--- config.mk ---
export PLATFORM = sky130hd
export DESIGN_NAME = tensor_unit
export DESIGN_NICKNAME = d
export VERILOG_FILES = /design/src/rtl/tensor_unit.sv
export SDC_FILE = /design/constraint.sdc
export NUM_CORES = 1
export LEC_CHECK = 0
export ABC_AREA = 1
export CAP_MARGIN = 20
export CELL_PAD_IN_SITES_DETAIL_PLACEMENT = 1
export CELL_PAD_IN_SITES_GLOBAL_PLACEMENT = 2
export CORE_MARGIN = 2
export CORE_UTILIZATION = 37
export DETAILED_ROUTE_END_ITERATION = 8
export GPL_ROUTABILITY_DRIVEN = 0
export MAX_ROUTING_LAYER = met4
export PLACE_DENSITY = 0.76
export SETUP_SLACK_MARGIN = 0.05
export SLEW_MARGIN = 25
export SYNTH_ARGS = -nofsm -noshare
export SYNTH_HDL_FRONTEND = slang
export SYNTH_SLANG_ARGS = --single-unit
--- constraint.sdc ---
create_clock -name clk -period 7.9 [get_ports clk]
set_input_delay 2.37 -clock clk [delete_from_list [all_inputs] [get_ports clk]]
set_output_delay 2.37 -clock clk [all_outputs]
set_load 0.01 [all_outputs]
--- src/rtl/tensor_unit.sv ---
// tensor_unit: DIMxDIM matrix coprocessor behind the control unit.
// Loads operand matrices A and B from data memory, multiplies them
// sequentially (one MAC per cycle) into C, and writes C back on request.
//
// Request/done handshake: load_a, load_b and store_tensor are level-held
// by the control unit. A request is taken only in IDLE (priority
// store_tensor > load_b > load_a), base_addr is sampled in that same cycle,
// and the operation always runs to completion even if the request drops.
// Completion is a single-cycle tensor_op_done pulse. The unit then sits in
// RELEASE until every request line is low, so a request still held after
// done can never start a second operation.
module tensor_unit #(
    parameter int DIM    = 2,
    parameter int DATA_W = 16,
    parameter int ADDR_W = 16
) (
    input  logic              clk,
    input  logic              reset,
    input  logic              load_a,
    input  logic              load_b,
    input  logic              store_tensor,
    input  logic [ADDR_W-1:0] base_addr,
    input  logic [DATA_W-1:0] mem_rdata,
    output logic [ADDR_W-1:0] mem_addr,
    output logic              mem_re,
    output logic              mem_we,
    output logic [DATA_W-1:0] mem_wdata,
    output logic              tensor_op_done,
    output logic              busy
);

    localparam int N     = DIM * DIM;
    localparam int IDX_W = (N > 1) ? $clog2(N) : 1;
    localparam int DIM_W = (DIM > 1) ? $clog2(DIM) : 1;
    localparam int CNT_W = $clog2(N + 2) + 1;

    localparam logic [CNT_W-1:0] CNT_TWO  = CNT_W'(2);
    localparam logic [CNT_W-1:0] CNT_N    = CNT_W'(N);
    localparam logic [CNT_W-1:0] CNT_LAST = CNT_W'(N + 1);
    localparam logic [DIM_W-1:0] DIM_LAST = DIM_W'(DIM - 1);

    typedef enum logic [2:0] {
        S_IDLE,
        S_LOAD,
        S_COMPUTE,
        S_STORE,
        S_DONE,
        S_RELEASE
    } state_t;

    typedef enum logic [1:0] {
        OP_LOAD_A,
        OP_LOAD_B,
        OP_STORE
    } op_t;

    // FSM state kept as a named enum so checkers can bind to it directly.
    state_t            state;
    op_t               op;
    logic [ADDR_W-1:0] base_q;
    // Cycle number within LOAD/STORE; 1 is the first cycle of the phase.
    logic [CNT_W-1:0]  cnt;
    logic [DIM_W-1:0]  ci;
    logic [DIM_W-1:0]  cj;
    logic [DIM_W-1:0]  ck;
    logic [DATA_W-1:0] acc;
    logic [DATA_W-1:0] mat_a [N];
    logic [DATA_W-1:0] mat_b [N];
    logic [DATA_W-1:0] mat_c [N];

    logic [IDX_W-1:0]  a_idx;
    logic [IDX_W-1:0]  b_idx;
    logic [IDX_W-1:0]  c_idx;
    logic [IDX_W-1:0]  ld_idx;
    logic [IDX_W-1:0]  st_idx;
    logic [DATA_W-1:0] mac_prod;
    logic [DATA_W-1:0] mac_sum;

    assign busy = (state != S_IDLE);

    // Row-major element indices and the wrapping multiply-accumulate.
    always_comb begin
        a_idx    = IDX_W'(ci) * IDX_W'(DIM) + IDX_W'(ck);
        b_idx    = IDX_W'(ck) * IDX_W'(DIM) + IDX_W'(cj);
        c_idx    = IDX_W'(ci) * IDX_W'(DIM) + IDX_W'(cj);
        // Read data in LOAD cycle c belongs to the read issued in cycle c-1.
        ld_idx   = IDX_W'(cnt - CNT_TWO);
        st_idx   = IDX_W'(cnt);
        mac_prod = mat_a[a_idx] * mat_b[b_idx];
        mac_sum  = ((ck == '0) ? '0 : acc) + mac_prod;
    end

    // Controller: sequencing, memory strobes, matrix storage and the MAC.
    always_ff @(posedge clk or negedge reset) begin
        if (!reset) begin
            state          <= S_IDLE;
            op             <= OP_LOAD_A;
            base_q         <= '0;
            cnt            <= '0;
            ci             <= '0;
            cj             <= '0;
            ck             <= '0;
            acc            <= '0;
            mem_addr       <= '0;
            mem_re         <= 1'b0;
            mem_we         <= 1'b0;
            mem_wdata      <= '0;
            tensor_op_done <= 1'b0;
            for (int e = 0; e < N; e++) begin
                mat_a[e] <= '0;
                mat_b[e] <= '0;
                mat_c[e] <= '0;
            end
        end else begin
            case (state)
                S_IDLE: begin
                    if (store_tensor) begin
                        op        <= OP_STORE;
                        base_q    <= base_addr;
                        cnt       <= CNT_W'(1);
                        mem_we    <= 1'b1;
                        mem_addr  <= base_addr;
                        mem_wdata <= mat_c[0];
                        state     <= S_STORE;
                    end else if (load_b || load_a) begin
                        op       <= load_b ? OP_LOAD_B : OP_LOAD_A;
                        base_q   <= base_addr;
                        cnt      <= CNT_W'(1);
                        mem_re   <= 1'b1;
                        mem_addr <= base_addr;
                        state    <= S_LOAD;
                    end
                end

                S_LOAD: begin
                    if (cnt >= CNT_TWO) begin
                        if (op == OP_LOAD_B) begin
                            mat_b[ld_idx] <= mem_rdata;
                        end else begin
                            mat_a[ld_idx] <= mem_rdata;
                        end
                    end
                    if (cnt < CNT_N) begin
                        mem_re   <= 1'b1;
                        mem_addr <= base_q + ADDR_W'(cnt);
                    end else begin
                        mem_re <= 1'b0;
                    end
                    if (cnt == CNT_LAST) begin
                        cnt <= '0;
                        if (op == OP_LOAD_B) begin
                            ci    <= '0;
                            cj    <= '0;
                            ck    <= '0;
                            state <= S_COMPUTE;
                        end else begin
                            tensor_op_done <= 1'b1;
                            state          <= S_DONE;
                        end
                    end else begin
                        cnt <= cnt + CNT_W'(1);
                    end
                end

                S_COMPUTE: begin
                    acc <= mac_sum;
                    if (ck == DIM_LAST) begin
                        mat_c[c_idx] <= mac_sum;
                        ck <= '0;
                        if (cj == DIM_LAST) begin
                            cj <= '0;
                            if (ci == DIM_LAST) begin
                                ci             <= '0;
                                tensor_op_done <= 1'b1;
                                state          <= S_DONE;
                            end else begin
                                ci <= ci + 1'b1;
                            end
                        end else begin
                            cj <= cj + 1'b1;
                        end
                    end else begin
                        ck <= ck + 1'b1;
                    end
                end

                S_STORE: begin
                    if (cnt < CNT_N) begin
                        mem_we    <= 1'b1;
                        mem_addr  <= base_q + ADDR_W'(cnt);
                        mem_wdata <= mat_c[st_idx];
                        cnt       <= cnt + CNT_W'(1);
                    end else begin
                        mem_we         <= 1'b0;
                        cnt            <= '0;
                        tensor_op_done <= 1'b1;
                        state          <= S_DONE;
                    end
                end

                S_DONE: begin
                    tensor_op_done <= 1'b0;
                    state          <= S_RELEASE;
                end

                S_RELEASE: begin
                    if (!(load_a || load_b || store_tensor)) begin
                        state <= S_IDLE;
                    end
                end

                default: begin
                    state <= S_IDLE;
                end
            endcase
        end
    end

endmodule

==> results of run 1 <==
[cells in the final DEF, fill, tap and decap left out, drive strengths merged, types with 4 or more instances in the layout]
| cell | instances |
|---|---|
| clkinv | 8 |
| nand2 | 678 |
| a31oi | 12 |
| nor2 | 113 |
| inv | 298 |
| xnor2 | 5 |
| nand4 | 5 |
| clkdlybuf4s50 | 71 |
| bufinv | 4 |
| nand3 | 82 |
| a32oi | 4 |
| a21oi | 54 |
| dfrtp | 271 |
| buf | 22 |
| fa | 95 |
| nand3b | 9 |
| o21ai | 300 |
| clkbuf | 47 |
| ha | 60 |
| o211ai | 10 |
| nor3 | 20 |
| xor2 | 15 |
[worst paths after layout]
| check | from | to | depth (start not counted) |
|---|---|---|---|
| setup / recovery | ck | mat_c[30] | 24 |
| hold reg to reg | mat_c[31] | mat_c[31] | 2 |
| hold / removal | mat_c[31] | mat_c[31] | 2 |
| setup reg to reg | ck | mat_c[30] | 24 |
| max in group asynchronous | reset | mat_b[27] | 2 |
| min in group asynchronous | reset | mem_wdata[7] | 1 |
[cells by family (layout without fill, tap and decap cells)]
group	Yosys count	in the layout	synth area share [%]
and+or+nand+nor	914	914	21.9
AOI/OAI and AO/OA	388	388	12.1
buffers and inverters	385	450	9.31
DFF	271	271	40.0
adders and majority gates	155	155	15.6
xor gates and xnor gates	20	20	1.03
[stage by stage]
stage          utilization, %  hold WS (ns)  instance area, um^2  setup WS (ns)  instances
2_1_floorplan               -         0.444                17000           2.24       2133
3_3_place_gp             40.1         0.458                18200           1.18       2738
3_5_place_dp             40.1         0.468                18200           1.00       2738
4_1_cts                  42.8         0.484                19400           1.01       2798
5_1_grt                  42.8         0.509                19400          0.686       2798
6_report                 42.8         0.478                19400           1.10       2798
[critical path: stages (launching register included)]
cell       delay (ns)
dfrtp_2          0.38
buf_4            0.64
nor2_1           0.10
o21ai_0          0.10
nand2_1          0.33
inv_1            0.29
nor2_1           0.10
fa_1             0.59
inv_1            0.09
fa_1             0.55
inv_1            0.06
fa_1             0.40
inv_1            0.08
fa_1             0.44
fa_1             0.50
fa_1             0.51
inv_1            0.05
ha_1             0.40
inv_1            0.11
nor3_1           0.25
nand3_1          0.12
o2111ai_1        0.13
nand2_1          0.21
nand3_1          0.13
o21ai_0          0.08
[layer usage]
metal	up-vias	track usage [%]	part of all wire [%]
li1	6786	-	-
met1	7055	31.7	48
met2	183	36.3	46
met3	59	3.31	3.5
met4	0	5.80	2.1
met5	-	-	0
[registers in the layout (all words and copies together), names as in the netlist]
register and cells:
mat_a 64, mat_b 64, mat_c 64, acc 16
base_q 16, mem_addr 16, mem_wdata 16, cnt 4
state 3, op 2, ci 1, cj 1
ck 1, mem_re 1, mem_we 1, tensor_op_done 1
[area by class of cell]
cell class / count / area (um^2)
clock buffers: 47 / 1010
clock inverters: 13 / 191
fillers: 5500 / 25900
inverters: 297 / 1120
multi-input cells: 1477 / 8610
flip-flops and latches: 271 / 6780
well taps: 600 / 751
repair buffers: 93 / 896
==> impl_metrics.tcl, run 1 <==
set metrics [dict create \
    cts_setup_buffers 0 \
    synth_top_area_share_pct 40.0 \
    rows 78 \
    routed_wl_um 51700 \
    postCtsHoldBufs 0 \
    yosys.cell_types.count 45 \
    synth_largest_area_cell "dfrtp_1" \
    startpoint_type "register" \
    drc 0 \
    r2r_setup_slack_ns 1.10 \
    synth_edf_count 0 \
    cts.sinks 271 \
    synth-main-ff-cell "dfrtp_1" \
    cp.arrival_ns 7.22 \
    io_buffers 72 \
    synthTopCellsByArea "dfrtp_1 40%, nand2_1 15%, fa_1 11%, o21ai_0 8.3%, inv_1 6.3%" \
    ant_nets 0 \
    path_clk_slew_ns 0.06 \
    numCtsBuffers 35 \
    synth_common_cells "660 x nand2_1, 284 x inv_1, 281 x o21ai_0" \
    fin_tns_setup_ns 0 \
    cts_repair_resize_count 0 \
    fin_skew_ns 0.0204 \
    slew_headroom_pct 37.6 \
    synthCells 2133 \
    syn-cell-area_um2 17000 \
    path_max_fanout 68 \
    fmax_mhz 147 \
    core_um2 45300 \
    drt_iter0_markers 736 \
    ys_seq_area_share_pct 40.0 \
    dr.pass1.iters 5 \
    ys.warnings.count 0 \
    grt_setup_unrepaired "false" \
    finalCritPeriodShare_pct 86.0 \
    synth_fp_nets 2325 \
    routedWlPerCell_um 18.5 \
    min_path_type "reg2reg" \
    nets 2367 \
    fp.dieArea_um2 47600 \
    synthArstFlopShare_pct 100 \
    antennaDiodeCount 0 \
    cts-root-buf "clkbuf_16" \
    setup_viol 0 \
    cts_tree "built" \
    critical_path_class "reg2reg" \
    maxCapViolCount 0 \
    yosysMostFrequentCell "nand2_1" \
    slew_viol_final 0 \
    synth-seq-cells 271 \
    die_h_um 218 \
    avgSynthCellArea_um2 7.95 \
    syn_to_final_growth_pct 14.2 \
    grt_pass1_vias 15100 \
    grtUsageTotal_pct 23.2 \
    crit_required_ns 8.32 \
    overflow 0 \
    initial_core_util_pct 37.4 \
    drt-vias-per-instance 5.03 \
    io_pins 73 \
    grt_antenna_before_repair 0 \
    place_hpwl_um 36500 \
    hold_viol_final 0 \
    ctsHtreeMaxLevel 2 \
    worst_pin_slew_ns 0.936 \
    grt_start_max_net_pins 168 \
    post-route-min-period_ns 6.80 \
    grt_pass1_wl_um 83700 \
    outcome "complete, no violations" \
    vias 14100 \
    insertion_delay_ns 0.54 \
    cp-end-kind "register" \
    die_w_um 218 \
    drive_above_1_share_pct 6.01 \
    clock_path_buffers 3 \
]
Power of run 1 is left out: the tool's default activity adds up to more than one toggle a clock period on the data nets, which glitch-free logic cannot reach.
==> run 2, diff against run 1 <==
- SLEW_MARGIN: 25 -> unset
==> impl_metrics.tcl, run 2 (synthesis gave the netlist of run 1 again) <==
set metrics [dict create \
    grt_antenna_before_repair 0 \
    dr.pass1.iters 5 \
    startpoint_type "register" \
    multi_input_area_um2 8600 \
    crit_slowest_cell "buf_4" \
    critical_path.max_stage_delay_ns 0.65 \
    grt_setup_unrepaired "false" \
    setup_viol 0 \
    register_area_um2 6780 \
    routedWlPerCell_um 18.5 \
    post-route-min-period_ns 6.86 \
    grt_pass1_wl_um 84000 \
    drc 0 \
    grt_start_max_net_pins 168 \
    path_cells "buf_4, nor2_1, o21ai_0, nand2_1, inv_1, nor2_1, fa_1, inv_1, fa_1, inv_1, fa_1, inv_1, fa_1, fa_1, fa_1, inv_1, ha_1, inv_1, nor3_1, nand3_1, o2111ai_1, nand2_1, nand3_1, o21ai_0" \
    slew_viol_final 0 \
    slew_headroom_pct 34.7 \
    nets 2370 \
    finalCritPeriodShare_pct 86.9 \
    fp.dieArea_um2 47600 \
    cp-end-kind "register" \
    timing.rr.start "ck" \
    outcome "complete, no violations" \
    io_pins 73 \
    syn_to_final_growth_pct 14.1 \
    cts_tree "built" \
    crit_required_ns 8.32 \
    fin_tns_setup_ns 0 \
    reg_top3 "mat_a x64, mat_b x64, mat_c x64" \
    critPathTopFamily "adder cells" \
    fin_skew_ns 0.0314 \
    antennaDiodeCount 0 \
    drive_above_1_share_pct 5.77 \
    postCtsHoldBufs 0 \
    maxCapViolCount 0 \
    hold_ws_ns 0.476 \
    hold_viol_final 0 \
    io_buffers 72 \
    cp_num_buf_inv 7 \
    core_um2 45300 \
    critical_path_class "reg2reg" \
    rows 78 \
    critPathLaunch "ck" \
    ctsHtreeMaxLevel 2 \
    grt_pass1_vias 15100 \
    final_common_cell "nand2_1" \
    vias 14100 \
    die_h_um 218 \
    drt-vias-per-instance 5.03 \
    routed_wl_um 51800 \
    final_cell_mix "660 x nand2_1, 284 x inv_1, 281 x o21ai_0" \
    path_max_fanout 68 \
    fmax_mhz 146 \
    min_from "base_q[0]" \
    die_w_um 218 \
    insertion_delay_ns 0.55 \
    worst_pin_slew_ns 0.979 \
    cts_repair_resize_count 0 \
    overflow 0 \
    place_hpwl_um 36600 \
    fillers 5506 \
    ant_nets 0 \
    clock_path_buffers 3 \
    fin_util_pct 42.7 \
    min_path_type "reg2reg" \
    cp.arrival_ns 7.29 \
    drt_iter0_markers 735 \
    cts_setup_buffers 0 \
    cts-root-buf "clkbuf_16" \
    grtUsageTotal_pct 23.3 \
    numCtsBuffers 35 \
    cts.sinks 271 \
    path_clk_slew_ns 0.06 \
    initial_core_util_pct 37.4 \
]
==> run 2: worst paths after layout <==
kind	to	slack, ns	cells after the start
worst max-delay path	mat_c[46]	1.04	24
worst min-delay path	base_q[0]	0.48	2
worst max register to register	mat_c[46]	1.04	24
worst min register to register	base_q[0]	0.48	2
max in group asynchronous	mat_b[27]	4.54	2
min in group asynchronous	mem_wdata[7]	1.88	1
==> run 2: metal layers <==
layer	share of wire, %	track usage, %	up-vias
met3	3.1	2.98	49
met5	0	-	-
met1	49	32.1	7079
met2	47	37.0	167
li1	-	-	6781
met4	1.6	4.65	0
==> run 2: stage by stage <==
step | instance area [um^2] | worst slack (ns) | instances
floorplan | 17000 | 2.24 | 2133
global placement | 18200 | 1.18 | 2738
detailed placement | 18200 | 0.995 | 2738
CTS | 19300 | 0.986 | 2797
global route | 19300 | 0.639 | 2800
finish | 19300 | 1.04 | 2800
==> run 2: area by class of cell <==
| type | instances | share of cell area, % |
|---|---|---|
| Tap cell | 600 | 3.88 |
| Timing Repair Buffer | 96 | 5.06 |
| Sequential cell | 271 | 35.1 |
| Clock buffer | 50 | 5.24 |
| Inverter | 297 | 5.79 |
| Clock inverter | 9 | 0.479 |
| Multi-Input combinational cell | 1477 | 44.5 |
==> run 2: worst reg2reg max path, cell delays in order (launching register included) <==
cell and delay [ns]:
dfrtp_2 0.38, buf_4 0.66, nor2_1 0.13, o21ai_0 0.10, nand2_1 0.35, inv_1 0.31, nor2_1 0.11, fa_1 0.59
inv_1 0.08, fa_1 0.54, inv_1 0.06, fa_1 0.40, inv_1 0.08, fa_1 0.44, fa_1 0.50, fa_1 0.51
inv_1 0.05, ha_1 0.41, inv_1 0.12, nor3_1 0.24, nand3_1 0.12, o2111ai_1 0.13, nand2_1 0.22, nand3_1 0.13
o21ai_0 0.08
Power of run 2 is left out for the same reason.
